## src/rtl/alu_cmd_if.sv

```systemverilog
// Bundle for the ALU command sequencer: command push, ALU drive/return, result
// pop and status. The sequencer uses the slave view; upstream/downstream use master.
interface alu_cmd_if #(
  parameter int WIDTH = 32,
  parameter int DEPTH = 4
);
  localparam int CW = $clog2(DEPTH) + 1;

  logic             cmd_valid;
  logic             cmd_ready;
  logic [2:0]       cmd_op;
  logic [WIDTH-1:0] cmd_a;
  logic [WIDTH-1:0] cmd_b;

  logic [2:0]       alu_op;
  logic [WIDTH-1:0] alu_a;
  logic [WIDTH-1:0] alu_b;
  logic [WIDTH-1:0] alu_out;

  logic             res_valid;
  logic             res_ready;
  logic [WIDTH-1:0] res_data;
  logic [2:0]       res_op;

  logic [CW-1:0]    fifo_count;
  logic             busy;

  modport slave (
    input  cmd_valid, cmd_op, cmd_a, cmd_b, alu_out, res_ready,
    output cmd_ready, alu_op, alu_a, alu_b, res_valid, res_data, res_op,
           fifo_count, busy
  );

  modport master (
    output cmd_valid, cmd_op, cmd_a, cmd_b, alu_out, res_ready,
    input  cmd_ready, alu_op, alu_a, alu_b, res_valid, res_data, res_op,
           fifo_count, busy
  );
endinterface

```

## src/rtl/alu_cmd_sequencer.sv

```systemverilog
// Buffers ALU commands in a small FIFO, issues them one at a time to a
// combinational ALU and holds each captured result until the consumer takes it.
module alu_cmd_sequencer #(
  parameter int WIDTH = 32,
  parameter int DEPTH = 4
) (
  input logic      clk,
  input logic      rst,
  alu_cmd_if.slave bus
);
  localparam int PW = $clog2(DEPTH);
  localparam int CW = PW + 1;

  typedef enum logic [1:0] {IDLE, WAIT, HOLD} state_e;

  state_e           state_q, state_d;
  logic [PW-1:0]    wr_ptr_q, rd_ptr_q;
  logic [CW-1:0]    count_q, count_d;

  logic [2:0]       op_mem_q [DEPTH];
  logic [WIDTH-1:0] a_mem_q  [DEPTH];
  logic [WIDTH-1:0] b_mem_q  [DEPTH];

  logic [2:0]       alu_op_q;
  logic [WIDTH-1:0] alu_a_q, alu_b_q;
  logic             res_valid_q;
  logic [WIDTH-1:0] res_data_q;
  logic [2:0]       res_op_q;

  logic push, pop, capture, res_take;

  // Full is judged on the registered count only; a same-cycle pop never frees a slot early.
  assign bus.cmd_ready = (count_q < CW'(DEPTH));
  assign push          = bus.cmd_valid && bus.cmd_ready;
  assign count_d       = count_q + CW'(push) - CW'(pop);

  always_comb begin
    state_d  = state_q;
    pop      = 1'b0;
    capture  = 1'b0;
    res_take = 1'b0;
    case (state_q)
      IDLE: begin
        if (count_q != '0) begin
          pop     = 1'b1;
          state_d = WAIT;
        end
      end
      WAIT: begin
        capture = 1'b1;
        state_d = HOLD;
      end
      HOLD: begin
        if (bus.res_ready) begin
          res_take = 1'b1;
          if (count_q != '0) begin
            pop     = 1'b1;
            state_d = WAIT;
          end else begin
            state_d = IDLE;
          end
        end
      end
      default: state_d = IDLE;
    endcase
  end

  always_ff @(posedge clk) begin
    if (push) begin
      op_mem_q[wr_ptr_q] <= bus.cmd_op;
      a_mem_q[wr_ptr_q]  <= bus.cmd_a;
      b_mem_q[wr_ptr_q]  <= bus.cmd_b;
    end
  end

  always_ff @(posedge clk or posedge rst) begin
    if (rst) begin
      state_q     <= IDLE;
      wr_ptr_q    <= '0;
      rd_ptr_q    <= '0;
      count_q     <= '0;
      alu_op_q    <= '0;
      alu_a_q     <= '0;
      alu_b_q     <= '0;
      res_valid_q <= 1'b0;
      res_data_q  <= '0;
      res_op_q    <= '0;
    end else begin
      state_q <= state_d;
      count_q <= count_d;
      if (push) wr_ptr_q <= wr_ptr_q + 1'b1;
      if (pop) begin
        rd_ptr_q <= rd_ptr_q + 1'b1;
        alu_op_q <= op_mem_q[rd_ptr_q];
        alu_a_q  <= a_mem_q[rd_ptr_q];
        alu_b_q  <= b_mem_q[rd_ptr_q];
      end
      // The ALU has had a full cycle to settle on the operands issued last edge.
      if (capture) begin
        res_valid_q <= 1'b1;
        res_data_q  <= bus.alu_out;
        res_op_q    <= alu_op_q;
      end else if (res_take) begin
        res_valid_q <= 1'b0;
      end
    end
  end

  assign bus.alu_op     = alu_op_q;
  assign bus.alu_a      = alu_a_q;
  assign bus.alu_b      = alu_b_q;
  assign bus.res_valid  = res_valid_q;
  assign bus.res_data   = res_data_q;
  assign bus.res_op     = res_op_q;
  assign bus.fifo_count = count_q;
  assign bus.busy       = (state_q != IDLE);
endmodule

```

## src/flat_wrapper.sv

```systemverilog
// flat-port wrapper written by rule: the top's interface ports become plain ports
module alu_cmd_sequencer_flat 
#(
  parameter int WIDTH = 32,
  parameter int DEPTH = 4
)
  (clk, rst, bus_cmd_valid, bus_cmd_op, bus_cmd_a, bus_cmd_b, bus_alu_out, bus_res_ready, bus_cmd_ready, bus_alu_op, bus_alu_a, bus_alu_b, bus_res_valid, bus_res_data, bus_res_op, bus_fifo_count, bus_busy);
  alu_cmd_if #(.WIDTH(WIDTH), .DEPTH(DEPTH)) bus_i ();
  input logic clk;
  input logic rst;
  input wire logic [$bits(bus_i.cmd_valid)-1:0] bus_cmd_valid;
  input wire logic [$bits(bus_i.cmd_op)-1:0] bus_cmd_op;
  input wire logic [$bits(bus_i.cmd_a)-1:0] bus_cmd_a;
  input wire logic [$bits(bus_i.cmd_b)-1:0] bus_cmd_b;
  input wire logic [$bits(bus_i.alu_out)-1:0] bus_alu_out;
  input wire logic [$bits(bus_i.res_ready)-1:0] bus_res_ready;
  output wire logic [$bits(bus_i.cmd_ready)-1:0] bus_cmd_ready;
  output wire logic [$bits(bus_i.alu_op)-1:0] bus_alu_op;
  output wire logic [$bits(bus_i.alu_a)-1:0] bus_alu_a;
  output wire logic [$bits(bus_i.alu_b)-1:0] bus_alu_b;
  output wire logic [$bits(bus_i.res_valid)-1:0] bus_res_valid;
  output wire logic [$bits(bus_i.res_data)-1:0] bus_res_data;
  output wire logic [$bits(bus_i.res_op)-1:0] bus_res_op;
  output wire logic [$bits(bus_i.fifo_count)-1:0] bus_fifo_count;
  output wire logic [$bits(bus_i.busy)-1:0] bus_busy;
  assign bus_i.cmd_valid = bus_cmd_valid;
  assign bus_i.cmd_op = bus_cmd_op;
  assign bus_i.cmd_a = bus_cmd_a;
  assign bus_i.cmd_b = bus_cmd_b;
  assign bus_i.alu_out = bus_alu_out;
  assign bus_i.res_ready = bus_res_ready;
  assign bus_cmd_ready = bus_i.cmd_ready;
  assign bus_alu_op = bus_i.alu_op;
  assign bus_alu_a = bus_i.alu_a;
  assign bus_alu_b = bus_i.alu_b;
  assign bus_res_valid = bus_i.res_valid;
  assign bus_res_data = bus_i.res_data;
  assign bus_res_op = bus_i.res_op;
  assign bus_fifo_count = bus_i.fifo_count;
  assign bus_busy = bus_i.busy;
  alu_cmd_sequencer #(.WIDTH(WIDTH), .DEPTH(DEPTH)) u_core (.clk(clk), .rst(rst), .bus(bus_i));
endmodule
```

## config.mk

```make
export PLATFORM = sky130hd
export DESIGN_NAME = alu_cmd_sequencer_flat
export DESIGN_NICKNAME = d
export VERILOG_FILES = /design/src/rtl/alu_cmd_if.sv /design/src/rtl/alu_cmd_sequencer.sv /design/src/flat_wrapper.sv
export SDC_FILE = /design/constraint.sdc
export NUM_CORES = 1
export LEC_CHECK = 0
export CAP_MARGIN = 20
export CORE_AREA = 3 3 163 165
export CTS_BUF_LIST = sky130_fd_sc_hd__clkbuf_4
export CTS_CLUSTER_DIAMETER = 30
export DETAILED_ROUTE_END_ITERATION = 8
export DIE_AREA = 0 0 166 168
export PLACE_DENSITY = 0.89
export SYNTH_ARGS = -nofsm -noshare
export SYNTH_HDL_FRONTEND = slang
export SYNTH_SLANG_ARGS = --single-unit
```

## constraint.sdc

```tcl
create_clock -name clk -period 4.1 [get_ports clk]
set_clock_uncertainty 0.05 [all_clocks]
set_input_delay 0.615 -clock clk [delete_from_list [all_inputs] [get_ports clk]]
set_output_delay 0.615 -clock clk [all_outputs]
set_load 0.005 [all_outputs]
```

==> flow_summary.yaml, run 1 <==
status:
  outcome: "complete, no violations"
sta:
  tns_ns: 0
  rsz0062_at_grt: "false"
  setup_slack_ns: 1.47
  hold_viol: 0
  max_freq_ghz: 0.381
  layout_min_cycle_time_ns: 2.63
  setup_violations: 0
  drv_slew: 0
  slew_headroom_pct: 32.9
  fin_crit_sh_pct: 64.0
  tightest_slew_ns: 1.01
synthesis:
  synthAdderAreaFrac_pct: 0.679
  synthMuxAreaShare_pct: 19.2
  synth-simple-area-share_pct: 0.661
  avgSynthCellArea_um2: 22.7
  synth_area_mm2: 0.0140
  synth_area_leaders: "edfxtp_1, dfrtp_1, mux4_2"
  yosys.area.top_type_share_pct: 57.5
  syn_inst: 616
  synth.yosys.warnings: 0
  ys_seq_elements: 380
  ys_seq_area_share_pct: 77.5
  yosysUniqueCellTypes: 27
  synth_compound_area_share_pct: 0.161
  synth_top_family_by_area: "multiplexers"
  syn_nets: 726
  synth-xor-area-share_pct: 0.313
  yosysTopAreaCell: "edfxtp_1"
placed_design:
  io_buffers: 210
  dpl.hpwl_um: 16500
  dp_slack_ns: 1.14
  place_congestion: 0.760
setup_path:
  startpoint: "u_core.state_q[0]$_DFFE_PP0P_"
  crit_chain: "or2_2 > clkdlybuf4s50_1"
  start_kind: "flip-flop"
  r2r_start: "u_core.state_q[1]$_DFFE_PP0P_"
  cp.required_ns: 3.43
  critPathSlowestCell: "dfrtp_1"
  path_max_fanout: 6
  endpoint_kind: "output port"
  path_class: "flip-flop to output port"
  cp.arrival_ns: 1.96
  slowest_delay_ns: 0.48
  crit_family: "flip-flops"
  critPathBufInv: 1
clocking:
  cts_tree: "built"
  numCtsBuffers: 91
  cts.path.max_buffers: 3
  ctsResizeCount: 0
  cts_hold_buf: 0
  clk_pin_slew_ns: 0.07
  clkSinkCount: 380
  cts_root_buffer: "clkbuf_4"
  worst_skew_pair.late_latency_ns: 0.69
  h-tree-depth: 3
  post_cts_buffers: 0
floorplanning:
  io_pins: 211
  dieWidth_um: 166
  rows: 58
  chipHeight_um: 168
  dieArea_mm2: 0.0279
  initial_utilization_pct: 55.6
  core_area_mm2: 0.0252
global_route:
  grt_max_degree: 69
  antenna_found_initial: 0
  grt_pass1_vias: 7854
  overflow: 0
  grt_pass1_wl_um: 41900
  grt_use_total_pct: 19.2
drt:
  first_pass_iters: 4
  drt_iter0_drc: 425
  wl_um: 26000
  vias: 6943
  via_per_inst: 5.30
  drt.antenna.violating_nets: 0
  avgRoutedWirePerCell_um: 19.9
  drc: 0
power_and_ir_drop:
  powerDensity_mw_per_mm2: 736
  switching_share_pct: 26.5
  power_frac_comb_pct: 30.8
  power_leakage_uw: 0.00643
  p_seq_share_pct: 44.0
  power.share.clock_pct: 25.1
  peakVddDrop_mv: 0.490
  p_int_uw: 9630
  switchingPower_uw: 3480
cells_and_area:
  drive_gt1_share_pct: 35.2
  final_net_count: 1011
  syn2layout_area_growth_pct: 27.2
min_path:
  hold_class: "input port to async pin"
run:
  max-cap-violations: 0
-- sequential cells by signal (all words and copies together) (netlist names), 12 cells and up --
| signal | count |
|---|---|
| u_core.op_mem_q | 12 |
| u_core.b_mem_q | 128 |
| u_core.bus.alu_b | 32 |
| u_core.a_mem_q | 128 |
| u_core.bus.alu_a | 32 |
| u_core.bus.res_data | 32 |
-- layout make-up --
cell class	instances	area [um^2]
clock buffer	140	1050
fill	1466	7370
sequential	380	10900
multi-input combinational	199	2960
inverter	10	40.0
antenna	1	2.50
tap	330	413
clock inverter	30	253
timing repair buffer	219	2230
-- stage by stage --
step           hold slack, ns  cells  util [%]  total power, uW  instance area, um^2
2_1_floorplan           0.438    616         -             8130                14000
3_3_place_gp            0.437   1138      65.5             9810                16500
3_5_place_dp            0.445   1138      65.5             9990                16500
4_1_cts                 0.390   1308      70.7            13300                17800
5_1_grt                 0.426   1308      70.7            13900                17800
6_report                0.438   1309      70.7            13100                17800
-- path summary, 6_finish.rpt --
kind / end / slack [ns] / cells after the start
worst max-delay path: bus_busy / 1.47 / 2
worst min-delay path: u_core.bus.res_data[7]$_DFFE_PP0P_ / 0.44 / 2
worst max register to register: u_core.bus.alu_b[6]$_DFFE_PP0P_ / 1.83 / 4
worst min register to register: u_core.bus.alu_a[11]$_DFFE_PP0P_ / 0.46 / 1
max in group asynchronous: u_core.bus.alu_b[16]$_DFFE_PP0P_ / 2.64 / 3
min in group clk: u_core.bus.alu_a[11]$_DFFE_PP0P_ / 0.46 / 1
-- cells in the mapped netlist, drive strengths merged --
library cell	number
a21o	1
a21oi	2
and2	4
and2b	1
buf	21
clkbuf	6
dfrtp	112
edfxtp	268
fa	1
ha	6
inv	10
mux2	102
mux4	67
nand2	2
nor2	1
nor2b	1
nor3	3
nor4b	1
o21ai	1
or2	1
xnor2	3
xor2	2
-- logic make-up after synthesis --
| logic type | after synthesis |
|---|---|
| compound gates | 4 |
| flops | 380 |
| fa+ha+maj | 7 |
| mux | 169 |
| buf+inv | 37 |
| simple gates | 14 |
| xor+xnor | 5 |
-- power by group through the flow --
stage | combinational, uW | clock, uW | sequential, uW
after global placement | 4000 | 0 | 5810
after CTS | 4130 | 3400 | 5790
after detailed placement | 4120 | 0 | 5860
after global routing | 4340 | 3620 | 5900
after floorplan | 2530 | 0 | 5600
final | 4040 | 3290 | 5770
-- cell usage in the layout, fill, tap and decap left out, types with 3 or more instances in the layout --
| master | instances |
|---|---|
| edfxtp_1 | 268 |
| clkdlybuf4s50_1 | 210 |
| clkbuf_4 | 140 |
| dfrtp_1 | 110 |
| mux2_2 | 94 |
| mux4_2 | 67 |
| clkinv_1 | 15 |
| inv_1 | 9 |
| mux2_4 | 8 |
| clkinv_2 | 7 |
| ha_1 | 6 |
| bufinv_16 | 5 |
| buf_12 | 5 |
| and2_4 | 4 |
| buf_4 | 4 |
| xnor2_1 | 3 |
| inv_2 | 3 |
-- routing by layer --
metal | wire length [um] | track usage (%) | vias up
met5 | 0 | 0 | -
met4 | 351 | 5.90 | 0
met2 | 13500 | 32.4 | 261
met1 | 10500 | 24.4 | 3550
met3 | 1740 | 5.59 | 35
li1 | - | - | 3097
Note: power is estimated with default switching activity, not from simulation.
==> inputs of run 2 (changes only) <==
Clock period 4.1 ns to 2.6 ns, I/O delays scaled along.
==> run 2 against run 1 <==
Against the previous run: final cell count grew 1.9%; utilization grew 1.0 points; highest routed layer unchanged; register-to-register slack lost 1.4 ns; design area grew 1.5%; non-clock buffer count increased by 16.
==> flow_summary.yaml, run 2 (synthesis gave the netlist of run 1 again) <==
drt:
  via_per_inst: 5.36
  wl_um: 27900
  first_pass_iters: 4
  drt_iter0_drc: 407
  vias: 7146
  avgRoutedWirePerCell_um: 20.9
  drt.antenna.violating_nets: 0
  drc: 0
placed_design:
  place_congestion: 0.741
  io_buffers: 210
  dpl.hpwl_um: 17800
clocking:
  ctsResizeCount: 0
  cts_tree: "built"
  h-tree-depth: 3
  cts_hold_buf: 0
  clk_pin_slew_ns: 0.07
  numCtsBuffers: 96
  cts.path.max_buffers: 3
  post_cts_buffers: 0
  clkSinkCount: 380
  worst_skew_pair.late_latency_ns: 0.68
  cts_root_buffer: "clkbuf_4"
sta:
  fin_crit_sh_pct: 90.9
  drv_slew: 0
  setup_violations: 0
  rsz0062_at_grt: "false"
  holdWs_ns: 0.184
  max_freq_ghz: 0.423
  slew_headroom_pct: 62.4
  tightest_slew_ns: 0.563
  layout_min_cycle_time_ns: 2.36
  tns_ns: 0
  hold_viol: 0
setup_path:
  endpoint_kind: "output port"
  path_max_fanout: 6
  path_class: "flip-flop to output port"
  rrSetupSlack_ns: 0.44
  start_kind: "flip-flop"
  cp.required_ns: 2.16
  cp.arrival_ns: 1.92
global_route:
  grt_pass1_vias: 8085
  grt_pass1_wl_um: 44300
  grt_use_total_pct: 20.4
  antenna_found_initial: 0
  overflow: 0
  grt_max_degree: 46
floorplanning:
  rows: 58
  chipHeight_um: 168
  core_area_mm2: 0.0252
  io_pins: 211
  initial_utilization_pct: 55.6
  dieArea_mm2: 0.0279
  dieWidth_um: 166
cells_and_area:
  syn2layout_area_growth_pct: 29.0
  antenna_cells: 0
  reg.largest.list: "u_core.a_mem_q x128, u_core.b_mem_q x128"
  final_net_count: 1032
  layout_commonest_cell: "edfxtp_1"
  drive_gt1_share_pct: 36.0
  final_cell_mix: "edfxtp_1, clkdlybuf4s50_1, clkbuf_4"
power_and_ir_drop:
  power_leakage_uw: 0.00654
  powerDensity_mw_per_mm2: 1160
  peakVddDrop_mv: 0.602
status:
  outcome: "complete, no violations"
run:
  max-cap-violations: 0
min_path:
  hold_class: "input port to async pin"
[run 2: routing by layer]
| metal | part of all wire (%) | track usage, % |
|---|---|---|
| met1 | 40 | 26.3 |
| met2 | 52 | 34.7 |
| met3 | 6.3 | 4.93 |
| met4 | 1.8 | 7.02 |
| met5 | 0 | 0 |
[run 2: final timing paths]
check,start,endpoint,depth (start not counted)
max in group asynchronous,rst,u_core.rd_ptr_q[0]$_DFFE_PP0P_,3
worst max register to register,u_core.bus.fifo_count[2]$_DFF_PP0_,u_core.bus.fifo_count[2]$_DFF_PP0_,8
min in group clk,bus_alu_out[11],u_core.bus.res_data[11]$_DFFE_PP0P_,2
worst min register to register,u_core.bus.res_data[7]$_DFFE_PP0P_,u_core.bus.res_data[7]$_DFFE_PP0P_,1
worst min-delay path,rst,u_core.bus.alu_b[9]$_DFFE_PP0P_,3
worst max-delay path,u_core.state_q[0]$_DFFE_PP0P_,bus_busy,2
[run 2: area by class of cell]
cell class,count,area [um^2]
inverters,10,41.3
clock buffers,143,1070
multi-input cells,199,2960
fillers,1494,7110
repair buffers,235,2460
flip-flops and latches,380,10900
clock inverters,37,259
well taps,330,413
[run 2: through the flow]
stage | setup WS, ns | total power, uW | util [%] | std cells | instance area, um^2
2_1_floorplan | 0.241 | 12800 | - | 616 | 14000
3_3_place_gp | 0.120 | 15700 | 66.5 | 1154 | 16700
3_5_place_dp | 0.0827 | 16100 | 66.5 | 1154 | 16700
4_1_cts | 0.164 | 21400 | 71.7 | 1334 | 18100
5_1_grt | 0.133 | 22200 | 71.7 | 1334 | 18100
6_report | 0.237 | 21000 | 71.7 | 1334 | 18100
[run 2: critical path: stages (launching register included)]
cell	delay [ns]
dfrtp_1	0.46
or2_2	0.33
clkdlybuf4s50_1	0.47
[run 2: report_power, final]
part	leakage [uW]	switching [uW]	internal, uW	total, uW
combinational	0.00202	2590	4270	6860
sequential	0.00374	855	8100	8950
clock	0.000780	2280	2930	5210
==> inputs of run 3 (changes only) <==
Settings changed: CORE_AREA 3 3 163 165 to 2 2 162 164, DIE_AREA 0 0 166 168 to 0 0 164 166.
==> run 3 against run 2 <==
Against the previous run: final cell count about the same; highest routed layer unchanged; die area decreased by 2.4%; largest cell class unchanged; non-clock buffer count fell by 5; sequential power decreased by 0.4%; combinational power fell by 0.9%; sequential cell count unchanged; first-iteration DRC count decreased by 1.2%.
==> flow_summary.yaml, run 3 (synthesis gave the netlist of run 1 again) <==
status:
  outcome: "complete, no violations"
setup_path:
  reg2reg_depth: 8
  rrSetupSlack_ns: 0.40
  endpoint_kind: "output port"
  path_class: "flip-flop to output port"
  path_max_fanout: 6
  cp.required_ns: 2.16
  start_kind: "flip-flop"
  cp.arrival_ns: 1.95
drt:
  drt_iter0_drc: 402
  drc: 0
  drt.antenna.violating_nets: 0
  vias: 7077
  wl_um: 26700
  via_per_inst: 5.31
  avgRoutedWirePerCell_um: 20.1
  first_pass_iters: 4
clocking:
  cts_hold_buf: 0
  ctsResizeCount: 0
  cts_tree: "built"
  cts.path.max_buffers: 3
  h-tree-depth: 3
  numCtsBuffers: 95
  clkSinkCount: 380
  cts_root_buffer: "clkbuf_4"
  clk_pin_slew_ns: 0.07
  post_cts_buffers: 0
  worst_skew_pair.late_latency_ns: 0.70
cells_and_area:
  reg.largest.list: "u_core.a_mem_q x128, u_core.b_mem_q x128"
  drive_gt1_share_pct: 37.0
  multi_input_area_mm2: 0.00296
  final_cell_mix: "edfxtp_1, clkdlybuf4s50_1, clkbuf_4"
  final_net_count: 1026
  fillers: 1536
  layout_commonest_cell: "edfxtp_1"
  syn2layout_area_growth_pct: 28.7
  seq_area_mm2: 0.0109
global_route:
  grt_pass1_vias: 7738
  grt_use_total_pct: 20.2
  grt_max_degree: 53
  antenna_found_initial: 1
  grt_pass1_wl_um: 41600
  overflow: 0
power_and_ir_drop:
  power_leakage_uw: 0.00654
  peakVddDrop_mv: 0.744
  powerDensity_mw_per_mm2: 1160
placed_design:
  dpl.hpwl_um: 16500
  dp_slack_ns: 0.120
  place_congestion: 0.691
  io_buffers: 210
sta:
  rsz0062_at_grt: "false"
  layout_min_cycle_time_ns: 2.39
  setup_violations: 0
  fin_crit_sh_pct: 92.0
  hold_viol: 0
  tightest_slew_ns: 0.595
  drv_slew: 0
  max_freq_ghz: 0.418
  slew_headroom_pct: 60.3
  setup_slack_ns: 0.207
  tns_ns: 0
floorplanning:
  rows: 59
  dieArea_mm2: 0.0272
  chipHeight_um: 166
  dieWidth_um: 164
  io_pins: 211
  core_area_mm2: 0.0256
  initial_utilization_pct: 54.7
run:
  max-cap-violations: 0
min_path:
  hold_class: "input port to async pin"
==> run 3: cell types whose count changed in the layout (fill, tap and decap cells not counted), sizes merged <==
cell / change
bufinv: -2
clkbuf: +12
buf: -5
clkinvlp: -1
diode: +1
clkinv: -13
inv: +2
==> run 3: worst paths after layout <==
| kind | startpoint | to |
|---|---|---|
| min | rst | u_core.bus.alu_b[25]$_DFFE_PP0P_ |
| min in group clk | bus_alu_out[31] | u_core.bus.res_data[31]$_DFFE_PP0P_ |
| max reg2reg | u_core.bus.fifo_count[1]$_DFF_PP0_ | u_core.bus.fifo_count[2]$_DFF_PP0_ |
| min reg2reg | u_core.bus.alu_a[13]$_DFFE_PP0P_ | u_core.bus.alu_a[13]$_DFFE_PP0P_ |
| max in group asynchronous | rst | u_core.rd_ptr_q[0]$_DFFE_PP0P_ |
| max | u_core.state_q[0]$_DFFE_PP0P_ | bus_busy |
==> run 3: final cells by class <==
class | instances | area share [%]
inverter | 10 | 0.229
tap | 335 | 2.33
antenna | 1 | 0.0139
clock inverter | 23 | 0.868
clock buffer | 155 | 6.46
sequential | 380 | 60.2
multi-input combinational | 199 | 16.4
timing repair buffer | 230 | 13.5
==> run 3: metrics by stage <==
step           cells  cell area, um^2  utilization (%)  hold slack [ns]  total power [uW]
2_1_floorplan    616            14000                -            0.438             12800
4_1_cts         1332            18000             70.4          0.00700             21200
3_3_place_gp    1154            16700             65.2            0.439             15700
3_5_place_dp    1154            16700             65.2            0.445             16000
5_1_grt         1333            18000             70.4           0.0349             22100
6_report        1333            18000             70.4           0.0575             20900
==> run 3: power by group <==
group / switching (uW) / leakage, uW / total [uW] / internal (uW)
logic: 2530 / 0.00199 / 6800 / 4270
clock network: 2290 / 0.000800 / 5200 / 2910
registers: 817 / 0.00374 / 8910 / 8100
total: 5640 / 0.00654 / 20900 / 15300
==> run 3: routing by layer <==
layer	track usage [%]	share of wire [%]	vias up	routed length [um]
li1	-	-	3133	-
met1	24.5	38	3610	10200
met2	34.8	53	296	14000
met3	5.69	7.6	38	2020
met4	7.32	1.5	0	413
met5	0	0	-	0
==> run 3: worst max-delay path, cell delays in order, from the launching register on <==
cell and delay (ns):
dfrtp_1 0.47, or2_2 0.32, clkdlybuf4s50_1 0.47
